## config.mk

```make
export PLATFORM = sky130hd
export DESIGN_NAME = fifo_sched
export DESIGN_NICKNAME = d
export VERILOG_FILES = /design/src/rtl/fifo_pkg.sv /design/src/rtl/fifo_sched_rr_arb2.sv /design/src/rtl/fifo_sched.sv
export SDC_FILE = /design/constraint.sdc
export NUM_CORES = 1
export LEC_CHECK = 0
export ABC_AREA = 1
export ABC_CLOCK_PERIOD_IN_PS = 3500
export CELL_PAD_IN_SITES_DETAIL_PLACEMENT = 0
export CELL_PAD_IN_SITES_GLOBAL_PLACEMENT = 1
export CORE_UTILIZATION = 45
export DETAILED_ROUTE_END_ITERATION = 8
export DONT_BUFFER_PORTS = 1
export PLACE_DENSITY_LB_ADDON = 0.1
export SLEW_MARGIN = 20
export SYNTH_ARGS = -nofsm -noshare
export SYNTH_HDL_FRONTEND = slang
export SYNTH_SLANG_ARGS = --single-unit
```

## constraint.sdc

```tcl
create_clock -name clk -period 3.5 [get_ports clk]
set_input_delay 0.35 -clock clk [delete_from_list [all_inputs] [get_ports clk]]
set_output_delay 0.35 -clock clk [all_outputs]
set_load 0.05 [all_outputs]
```

## src/rtl/fifo_pkg.sv

```systemverilog
// Shared definitions for the 8-entry FIFO and its access scheduler.
// Holds the FIFO geometry, the FIFO's own state encodings and the scheduler's.
package fifo_pkg;

    localparam int DEPTH  = 8;
    localparam int CWIDTH = 4;

    typedef enum logic [2:0] {
        INIT     = 3'd0,
        NO_OP    = 3'd1,
        WRITE    = 3'd2,
        READ     = 3'd3,
        WR_ERROR = 3'd4,
        RD_ERROR = 3'd5
    } fifo_state_t;

    typedef enum logic [1:0] {
        S_INIT  = 2'd0,
        S_RUN   = 2'd1,
        S_FLUSH = 2'd2
    } sched_state_t;

    // Class favoured on the next write/read collision.
    typedef enum logic {
        TOK_WR = 1'b0,
        TOK_RD = 1'b1
    } tok_t;

endpackage

```

## src/rtl/fifo_sched_rr_arb2.sv

```systemverilog
// Two-way round-robin arbiter; the pointer moves past whichever port was granted.
// Grants are combinational and only issued while i_en is high.
module rr_arb2 (
    input  logic       clk,
    input  logic       reset_n,
    input  logic [1:0] i_req,
    input  logic       i_en,
    output logic [1:0] o_gnt
);

    logic r_ptr;

    // Grant selection: pointer only matters when both ports request
    always_comb begin
        o_gnt = 2'b00;
        if (i_en) begin
            if (i_req == 2'b11) begin
                o_gnt = r_ptr ? 2'b10 : 2'b01;
            end else begin
                o_gnt = i_req;
            end
        end else begin
            o_gnt = 2'b00;
        end
    end

    // Pointer update after each grant
    always_ff @(posedge clk) begin
        if (!reset_n) begin
            r_ptr <= 1'b0;
        end else if (o_gnt[0]) begin
            r_ptr <= 1'b1;
        end else if (o_gnt[1]) begin
            r_ptr <= 1'b0;
        end else begin
            r_ptr <= r_ptr;
        end
    end

endmodule

```

## src/rtl/fifo_sched.sv

```systemverilog
// Access scheduler for the 8-entry FIFO: serialises two producers and one consumer
// onto single-operation-per-cycle FIFO strobes, tracks occupancy and drains on flush.
module fifo_sched #(
    parameter int DWIDTH = 32,
    parameter int DEPTH  = fifo_pkg::DEPTH,
    parameter int CWIDTH = fifo_pkg::CWIDTH
) (
    input  logic              clk,
    input  logic              reset_n,
    input  logic              wr_req0,
    input  logic              wr_req1,
    input  logic [DWIDTH-1:0] wr_din0,
    input  logic [DWIDTH-1:0] wr_din1,
    output logic              wr_gnt0,
    output logic              wr_gnt1,
    input  logic              rd_req,
    output logic              rd_gnt,
    input  logic              flush,
    output logic              flush_done,
    output logic              fifo_wr_en,
    output logic              fifo_rd_en,
    output logic [DWIDTH-1:0] fifo_din,
    output logic [CWIDTH-1:0] count,
    output logic              full,
    output logic              empty
);
    import fifo_pkg::*;

    sched_state_t      r_state, w_state_nxt;
    tok_t              r_tok, w_tok_nxt;
    logic [CWIDTH-1:0] r_count, w_count_nxt;
    logic              r_wr_en, r_rd_en, r_flush_done;
    logic [DWIDTH-1:0] r_din;
    logic              w_full, w_empty, w_wcand, w_rcand;
    logic              w_wr_win, w_rd_win, w_rd_en_nxt, w_done_nxt;
    logic [1:0]        w_gnt;
    logic [DWIDTH-1:0] w_din_sel;

    assign w_full  = (r_count == CWIDTH'(DEPTH));
    assign w_empty = (r_count == {CWIDTH{1'b0}});
    assign w_wcand = (wr_req0 | wr_req1) & ~w_full;
    assign w_rcand = rd_req & ~w_empty;

    // Next state, class arbitration, occupancy and drain control
    always_comb begin
        w_state_nxt = r_state;
        w_tok_nxt   = r_tok;
        w_count_nxt = r_count;
        w_wr_win    = 1'b0;
        w_rd_win    = 1'b0;
        w_rd_en_nxt = 1'b0;
        w_done_nxt  = 1'b0;
        case (r_state)
            S_INIT: begin
                w_state_nxt = S_RUN;
            end
            S_RUN: begin
                if (flush) begin
                    w_state_nxt = S_FLUSH;
                end else begin
                    w_wr_win = w_wcand & (~w_rcand | (r_tok == TOK_WR));
                    w_rd_win = w_rcand & (~w_wcand | (r_tok == TOK_RD));
                    // On a collision the losing class is favoured next time
                    if (w_wcand & w_rcand) begin
                        w_tok_nxt = w_wr_win ? TOK_RD : TOK_WR;
                    end else begin
                        w_tok_nxt = r_tok;
                    end
                    if (w_wr_win) begin
                        w_count_nxt = r_count + CWIDTH'(1);
                    end else if (w_rd_win) begin
                        w_count_nxt = r_count - CWIDTH'(1);
                    end else begin
                        w_count_nxt = r_count;
                    end
                    w_rd_en_nxt = w_rd_win;
                end
            end
            S_FLUSH: begin
                if (!w_empty) begin
                    w_rd_en_nxt = 1'b1;
                    w_count_nxt = r_count - CWIDTH'(1);
                end else begin
                    w_done_nxt  = 1'b1;
                    w_state_nxt = S_RUN;
                end
            end
            default: begin
                w_state_nxt = S_INIT;
            end
        endcase
    end

    rr_arb2 u_arb (
        .clk     (clk),
        .reset_n (reset_n),
        .i_req   ({wr_req1, wr_req0}),
        .i_en    (w_wr_win),
        .o_gnt   (w_gnt)
    );

    assign w_din_sel = w_gnt[1] ? wr_din1 : wr_din0;

    // State, occupancy and registered FIFO strobes
    always_ff @(posedge clk) begin
        if (!reset_n) begin
            r_state      <= S_INIT;
            r_tok        <= TOK_WR;
            r_count      <= {CWIDTH{1'b0}};
            r_wr_en      <= 1'b0;
            r_rd_en      <= 1'b0;
            r_din        <= {DWIDTH{1'b0}};
            r_flush_done <= 1'b0;
        end else begin
            r_state      <= w_state_nxt;
            r_tok        <= w_tok_nxt;
            r_count      <= w_count_nxt;
            r_wr_en      <= w_wr_win;
            r_rd_en      <= w_rd_en_nxt;
            r_flush_done <= w_done_nxt;
            r_din        <= w_wr_win ? w_din_sel : r_din;
        end
    end

    assign wr_gnt0    = w_gnt[0];
    assign wr_gnt1    = w_gnt[1];
    assign rd_gnt     = w_rd_win;
    assign fifo_wr_en = r_wr_en;
    assign fifo_rd_en = r_rd_en;
    assign fifo_din   = r_din;
    assign flush_done = r_flush_done;
    assign count      = r_count;
    assign full       = w_full;
    assign empty      = w_empty;

endmodule

```

==> metrics.cfg, run 1 <==
[setup_path]
cp.arrival_ns=2.38
r2r_slack_ns=1.10
r2r_cells=8
start_kind=register
required_ns=3.15
critPathMaxFanout=32
path_class=reg -> out
r2r-end=u_arb.r_ptr$_SDFFE_PN0P_
end_kind=output pin
reg2reg_from=count[2]$_SDFFE_PN0P_

[synthesis]
yosys-top-cells-count=inv_1 (66), o21ai_0 (61), nand2_1 (49)
synthTopCellsByArea=dfxtp_1 (37%), o21ai_0 (13%), inv_1 (11%)
synth_top_area_cell=dfxtp_1
synth_top_area_share_pct=36.5
ys_ff_latch=43
async_flop_share_pct=0
synth_ff_type=dfxtp_1
syn_inst=346
synth_nets=423
yosysMostFrequentCell=inv_1
avgSynthCellArea_um2=6.81
synth_seq_area_share_pct=36.5
synth_edf_count=0
synth_warnings=0
synthDistinctLibCells=27
syn_area_um2=2360

[placement]
port_buffers=0
gp_congestion=0.817
hpwl_mm=3.52

[flow_run]
cap_violations=0

[clock_tree]
cts.repair.resized=0
cts_buffers=5
clockBufferDepth=2
clock-root-buffer=clkbuf_8
cts_tree=yes
cts_hold_buffers=0
cts_max_level=2
postCtsSetupBuffers=0
clk_latency_ns=0.29
path_clk_slew_ns=0.08
cts_sinks=43

[hold_path]
min-delay-start=reset_n
hold-path-endpoint=r_state[1]$_SDFFE_PN0P_
hold_depth=2
min_path_type=in -> reg

[finish]
drive_above_1_share_pct=8.53
antennaDiodeCount=0
final.fill_count=517
area_delta_synth_final_pct=3.24
fin_nets=416
multi_input_area_um2=1120
register_area_um2=861
finish.utilization_pct=49.9

[pwr]
p_sw_uw=1000
pwr-share-seq_pct=50.6
leakage_uw=0.00107
irDropWorstVdd_mv=0.338
p_int_uw=939
clkPwrFrac_pct=15.8
p_per_area_nw_per_um2=797
p_comb_share_pct=33.6
p_sw_share_pct=51.6

[sta]
finalSetupViolations=0
fmax_mhz=366
fin_crit_ns=2.73
hold_viol=0
tightest_slew_ns=0.925
clock_skew_ns=0.00828
slew_headroom_pct=38.1
rsz0062_at_grt=false
fin_setup_tns_ns=0
maxSlewViolCount=0
period_share_pct=78.1

[route]
drc_errors=0
dr.pass1.iters=4
vias=1981
viasPerCell=4.87
drtIter0Drc=63
ant_nets=0
wl_per_cell_um=12.2
routed_wl_mm=4.96

[global_routing]
grt_pass1_wl_mm=7.58
gr-total-overflow=0
grt_pass1_vias=1657
grt_max_degree=60
antenna_found_initial=0
track_usage_pct=17.9

[floorplan]
rows=25
die_area_um2=5530
die_h_um=74.4
die_width_um=74.4
io_pins=114
core_region_area_um2=4880
start_util_pct=48.3

[run_status]
status=complete, no violations

## routing by layer
layer | GRT usage [%] | vias to the layer above | wire (um)
met5 | 0 | - | 0
met4 | 5.66 | 0 | 34
met3 | 5.96 | 2 | 440
met2 | 30.2 | 79 | 2210
met1 | 21.4 | 826 | 2280
li1 | - | 1074 | -
## metrics by stage
step / area, um2 / cells / power [uW] / setup slack, ns / hold slack (ns)
after floorplan: 2360 / 346 / 1560 / 1.05 / 0.469
after global placement: 2350 / 399 / 1650 / 1.08 / 0.492
after detailed placement: 2350 / 399 / 1650 / 1.07 / 0.497
after CTS: 2430 / 407 / 1970 / 0.724 / 0.175
after global routing: 2430 / 407 / 2090 / 0.553 / 0.180
final: 2430 / 407 / 1940 / 0.766 / 0.190
## cells in the final DEF (no fill, tap or decap)
| cell type | instances |
|---|---|
| clkbuf_1 | 1 |
| o21ai_1 | 5 |
| clkbuf_8 | 5 |
| o21ai_4 | 1 |
| o21ai_0 | 61 |
| nor2_2 | 4 |
| clkinvlp_4 | 1 |
| or2_2 | 1 |
| inv_2 | 2 |
| inv_1 | 66 |
| nand4_1 | 2 |
| nand2_1 | 49 |
| xnor2_1 | 1 |
| dfxtp_1 | 43 |
| a21oi_1 | 40 |
| clkinv_2 | 1 |
| ha_1 | 7 |
| a21oi_2 | 1 |
| nor2_1 | 26 |
| or2_0 | 1 |
| nand2_2 | 5 |
| nand3_4 | 2 |
| nand3_1 | 8 |
| nor2_4 | 1 |
| nand3_2 | 1 |
| nand3b_1 | 1 |
| buf_4 | 4 |
## state kept, by name, indices dropped and copies added, names as in the netlist
name,cells
fifo_rd_en,1
flush_done,1
r_tok,1
fifo_din,32
u_arb.r_ptr,1
r_state,2
count,4
fifo_wr_en,1
## worst max-delay path, cell delays in order, from the launching register on
cell,delay [ns]
dfxtp_1,0.79
inv_2,0.11
nand3_2,0.11
nand2_2,0.09
inv_2,0.12
nand3_4,0.30
nor2_2,0.57
## worst max path at each step
| stage | start | endpoint | slack, ns |
|---|---|---|---|
| global placement | count[2]$_SDFFE_PN0P_ | wr_gnt0 | 1.08 |
| floorplan | count[0]$_SDFFE_PN0P_ | wr_gnt0 | 1.05 |
| CTS | count[2]$_SDFFE_PN0P_ | wr_gnt0 | 0.72 |
| finish | count[2]$_SDFFE_PN0P_ | wr_gnt0 | 0.77 |
| global route | count[2]$_SDFFE_PN0P_ | wr_gnt0 | 0.55 |
| detailed placement | count[2]$_SDFFE_PN0P_ | wr_gnt0 | 1.07 |
## final cells by class
cell class / count / share of cell area [%]
Clock buffer: 6 / 2.98
Clock inverter: 2 / 0.514
Inverter: 68 / 10.5
Multi-Input combinational cell: 217 / 46.0
Sequential cell: 43 / 35.4
Tap cell: 67 / 3.44
Timing Repair Buffer: 4 / 1.23
## kinds of logic (layout without fill, tap and decap cells)
group                    count (synthesis)  after routing  share of synthesized area (%)
AO/OA/AOI/OAI                          108            108                           23.2
AND/OR/NAND/NOR                        101            101                           19.8
buffers and inverters                   86             80                           16.3
flip-flops                              43             43                           36.5
adder cells (fa/ha/maj)                  7              7                           3.72
XOR/XNOR                                 1              1                          0.372
## power groups by stage
stage	clock (uW)	combinational (uW)	sequential [uW]
after floorplan	0	569	994
after global placement	0	658	995
after detailed placement	0	656	996
after CTS	327	659	985
after global routing	344	750	995
final	306	651	982
(Power assumes the default switching activity.)
==> run 2: changes to the inputs <==
--- a/config.mk
+++ b/config.mk
@@ -6,10 +6,10 @@
 export NUM_CORES = 1
 export LEC_CHECK = 0
 export ABC_AREA = 1
-export ABC_CLOCK_PERIOD_IN_PS = 3500
+export ABC_CLOCK_PERIOD_IN_PS = 2300
 export CELL_PAD_IN_SITES_DETAIL_PLACEMENT = 0
 export CELL_PAD_IN_SITES_GLOBAL_PLACEMENT = 1
-export CORE_UTILIZATION = 45
+export CORE_UTILIZATION = 38
 export DETAILED_ROUTE_END_ITERATION = 8
 export DONT_BUFFER_PORTS = 1
 export PLACE_DENSITY_LB_ADDON = 0.1
==> constraint.sdc (replaced) <==
create_clock -name clk -period 2.3 [get_ports clk]
set_input_delay 0.23 -clock clk [delete_from_list [all_inputs] [get_ports clk]]
set_output_delay 0.23 -clock clk [all_outputs]
set_load 0.05 [all_outputs]
==> run 2 against run 1 <==
Setup slack got worse by 0.53 ns. Total power is 58% higher. Critical path type unchanged. Clock power grew 51%.
==> metrics.cfg, run 2 (synthesis gave the netlist of run 1 again) <==
[global_routing]
track_usage_pct=16.0  ; -1.9 points
gr-total-overflow=0  ; unchanged
grt_max_degree=46  ; -23%
grt_pass1_wl_mm=7.99  ; +5.5%
antenna_found_initial=0  ; unchanged
grt_pass1_vias=1683  ; +1.6%

[finish]
layoutNonFillerInstCount=426  ; +4.7%
area_delta_synth_final_pct=9.02
largest_register_ffs=32  ; unchanged
antennaDiodeCount=0  ; unchanged
most-common-layout-cells=inv_1 (66), o21ai_0 (61), nand2_1 (49)
final_common_cell=inv_1
fin_nets=427  ; +2.6%
finish.utilization_pct=43.2  ; -6.7 points
drive_above_1_share_pct=11.4  ; +2.9 points

[clock_tree]
cts_tree=yes
postCtsSetupBuffers=0  ; unchanged
cts_buffers=5  ; unchanged
cts_hold_buffers=0  ; unchanged
clock-root-buffer=clkbuf_8
cts.repair.resized=0  ; unchanged
clk_latency_ns=0.29  ; about the same
path_clk_slew_ns=0.08  ; about the same
cts_max_level=2  ; unchanged
clockBufferDepth=2  ; unchanged
cts_sinks=43  ; unchanged

[sta]
slew_headroom_pct=63.2  ; +25 points
maxSlewViolCount=0  ; unchanged
clock_skew_ns=0.00549  ; -0.00279 ns
fin_setup_tns_ns=0  ; unchanged
fin_crit_ns=2.07
finalSetupViolations=0  ; unchanged
tightest_slew_ns=0.552  ; -0.373 ns
hold_viol=0  ; unchanged
period_share_pct=89.8
rsz0062_at_grt=false
fmax_mhz=484

[setup_path]
cp.arrival_ns=1.84  ; -0.54 ns
path_class=reg -> out
critPathMaxFanout=7  ; -78%
end_kind=output pin
start_kind=register
required_ns=2.07  ; -1.08 ns

[floorplan]
core_region_area_um2=5960  ; +22%
start_util_pct=39.6  ; -8.7 points
io_pins=114  ; unchanged
die_area_um2=6520  ; +18%
rows=28  ; +12%
die_width_um=80.8  ; +8.6%
die_h_um=80.8  ; +8.6%

[pwr]
p_sw_uw=1550  ; +55%
p_per_area_nw_per_um2=1190  ; +49%
power_uw=3060  ; +58%
p_comb_share_pct=38.1  ; +4.5 points
pwr-share-seq_pct=46.7  ; -3.9 points
p_sw_share_pct=50.9  ; -0.72 points
irDropWorstVdd_mv=0.546  ; +61%
clkPwrFrac_pct=15.1  ; -0.7 points
p_int_uw=1500  ; +60%
leakage_uw=0.00113  ; +6.1%

[route]
ant_nets=0  ; unchanged
dr.pass1.iters=4  ; unchanged
routed_wl_mm=5.39  ; +8.7%
wl_per_cell_um=12.7  ; +3.8%
viasPerCell=4.73  ; -2.9%
drtIter0Drc=40  ; -37%
vias=2013  ; +1.6%
drc_errors=0  ; unchanged

[placement]
port_buffers=0  ; unchanged
hpwl_mm=3.82  ; +8.7%
post-place-cells=414  ; +3.8%
gp_congestion=0.850  ; +4.0%

[run_status]
status=complete, no violations

[flow_run]
cap_violations=0  ; unchanged

[hold_path]
min_path_type=in -> reg

[run 2: cell count changes in the layout (fill, tap and decap cells not counted), sizes merged]
cell | previous run | this run
clkinvlp | 1 | 0
nand3 | 11 | 12
buf | 4 | 14
clkbuf | 6 | 7
[run 2: worst paths after layout]
path | slack (ns) | endpoint | cells after the start | startpoint
worst max-delay path | 0.23 | wr_gnt1 | 8 | count[0]$_SDFFE_PN0P_
worst max register to register | 0.43 | fifo_din[9]$_SDFFE_PN0P_ | 11 | count[0]$_SDFFE_PN0P_
worst min register to register | 0.51 | u_arb.r_ptr$_SDFFE_PN0P_ | 2 | u_arb.r_ptr$_SDFFE_PN0P_
worst min-delay path | 0.07 | fifo_din[18]$_SDFFE_PN0P_ | 2 | reset_n
[run 2: routing by layer]
layer / wire, um / GRT usage (%) / vias to the layer above
li1: - / - / 1097
met1: 2580 / 20.1 / 834
met2: 2260 / 25.0 / 73
met3: 467 / 5.73 / 9
met4: 91 / 5.89 / 0
met5: 0 / 0 / -
[run 2: stage by stage]
stage	cell area (um2)	setup WS [ns]	hold WS, ns
global route	2570	0.0653	0.0554
floorplan	2360	0.0916	0.398
global placement	2460	0.426	0.375
detailed placement	2460	0.370	0.377
CTS	2540	0.0410	0.0553
finish	2570	0.234	0.0692
[run 2: critical path, cell delays in order (launching register included)]
cell	delay [ns]
dfxtp_1	0.33
inv_1	0.09
ha_1	0.26
nand3_2	0.10
nand2_2	0.08
inv_2	0.14
nand3_4	0.13
nor2_4	0.24
buf_12	0.17
[run 2: power groups by stage]
stage | Combinational [uW] | Sequential (uW) | Clock [uW]
2_1_floorplan | 870 | 1510 | 0
3_3_place_gp | 1150 | 1450 | 0
3_5_place_dp | 1150 | 1450 | 0
4_1_cts | 1150 | 1430 | 492
5_1_grt | 1320 | 1450 | 517
6_report | 1170 | 1430 | 463
[run 2: layout make-up]
cell class	instances	area, um2
inverters	68	255
fillers	653	3390
repair buffers	14	143
well taps	75	93.8
clock buffers	7	76.3
clock inverters	1	5.00
multi-input cells	218	1140
flip-flops and latches	43	861
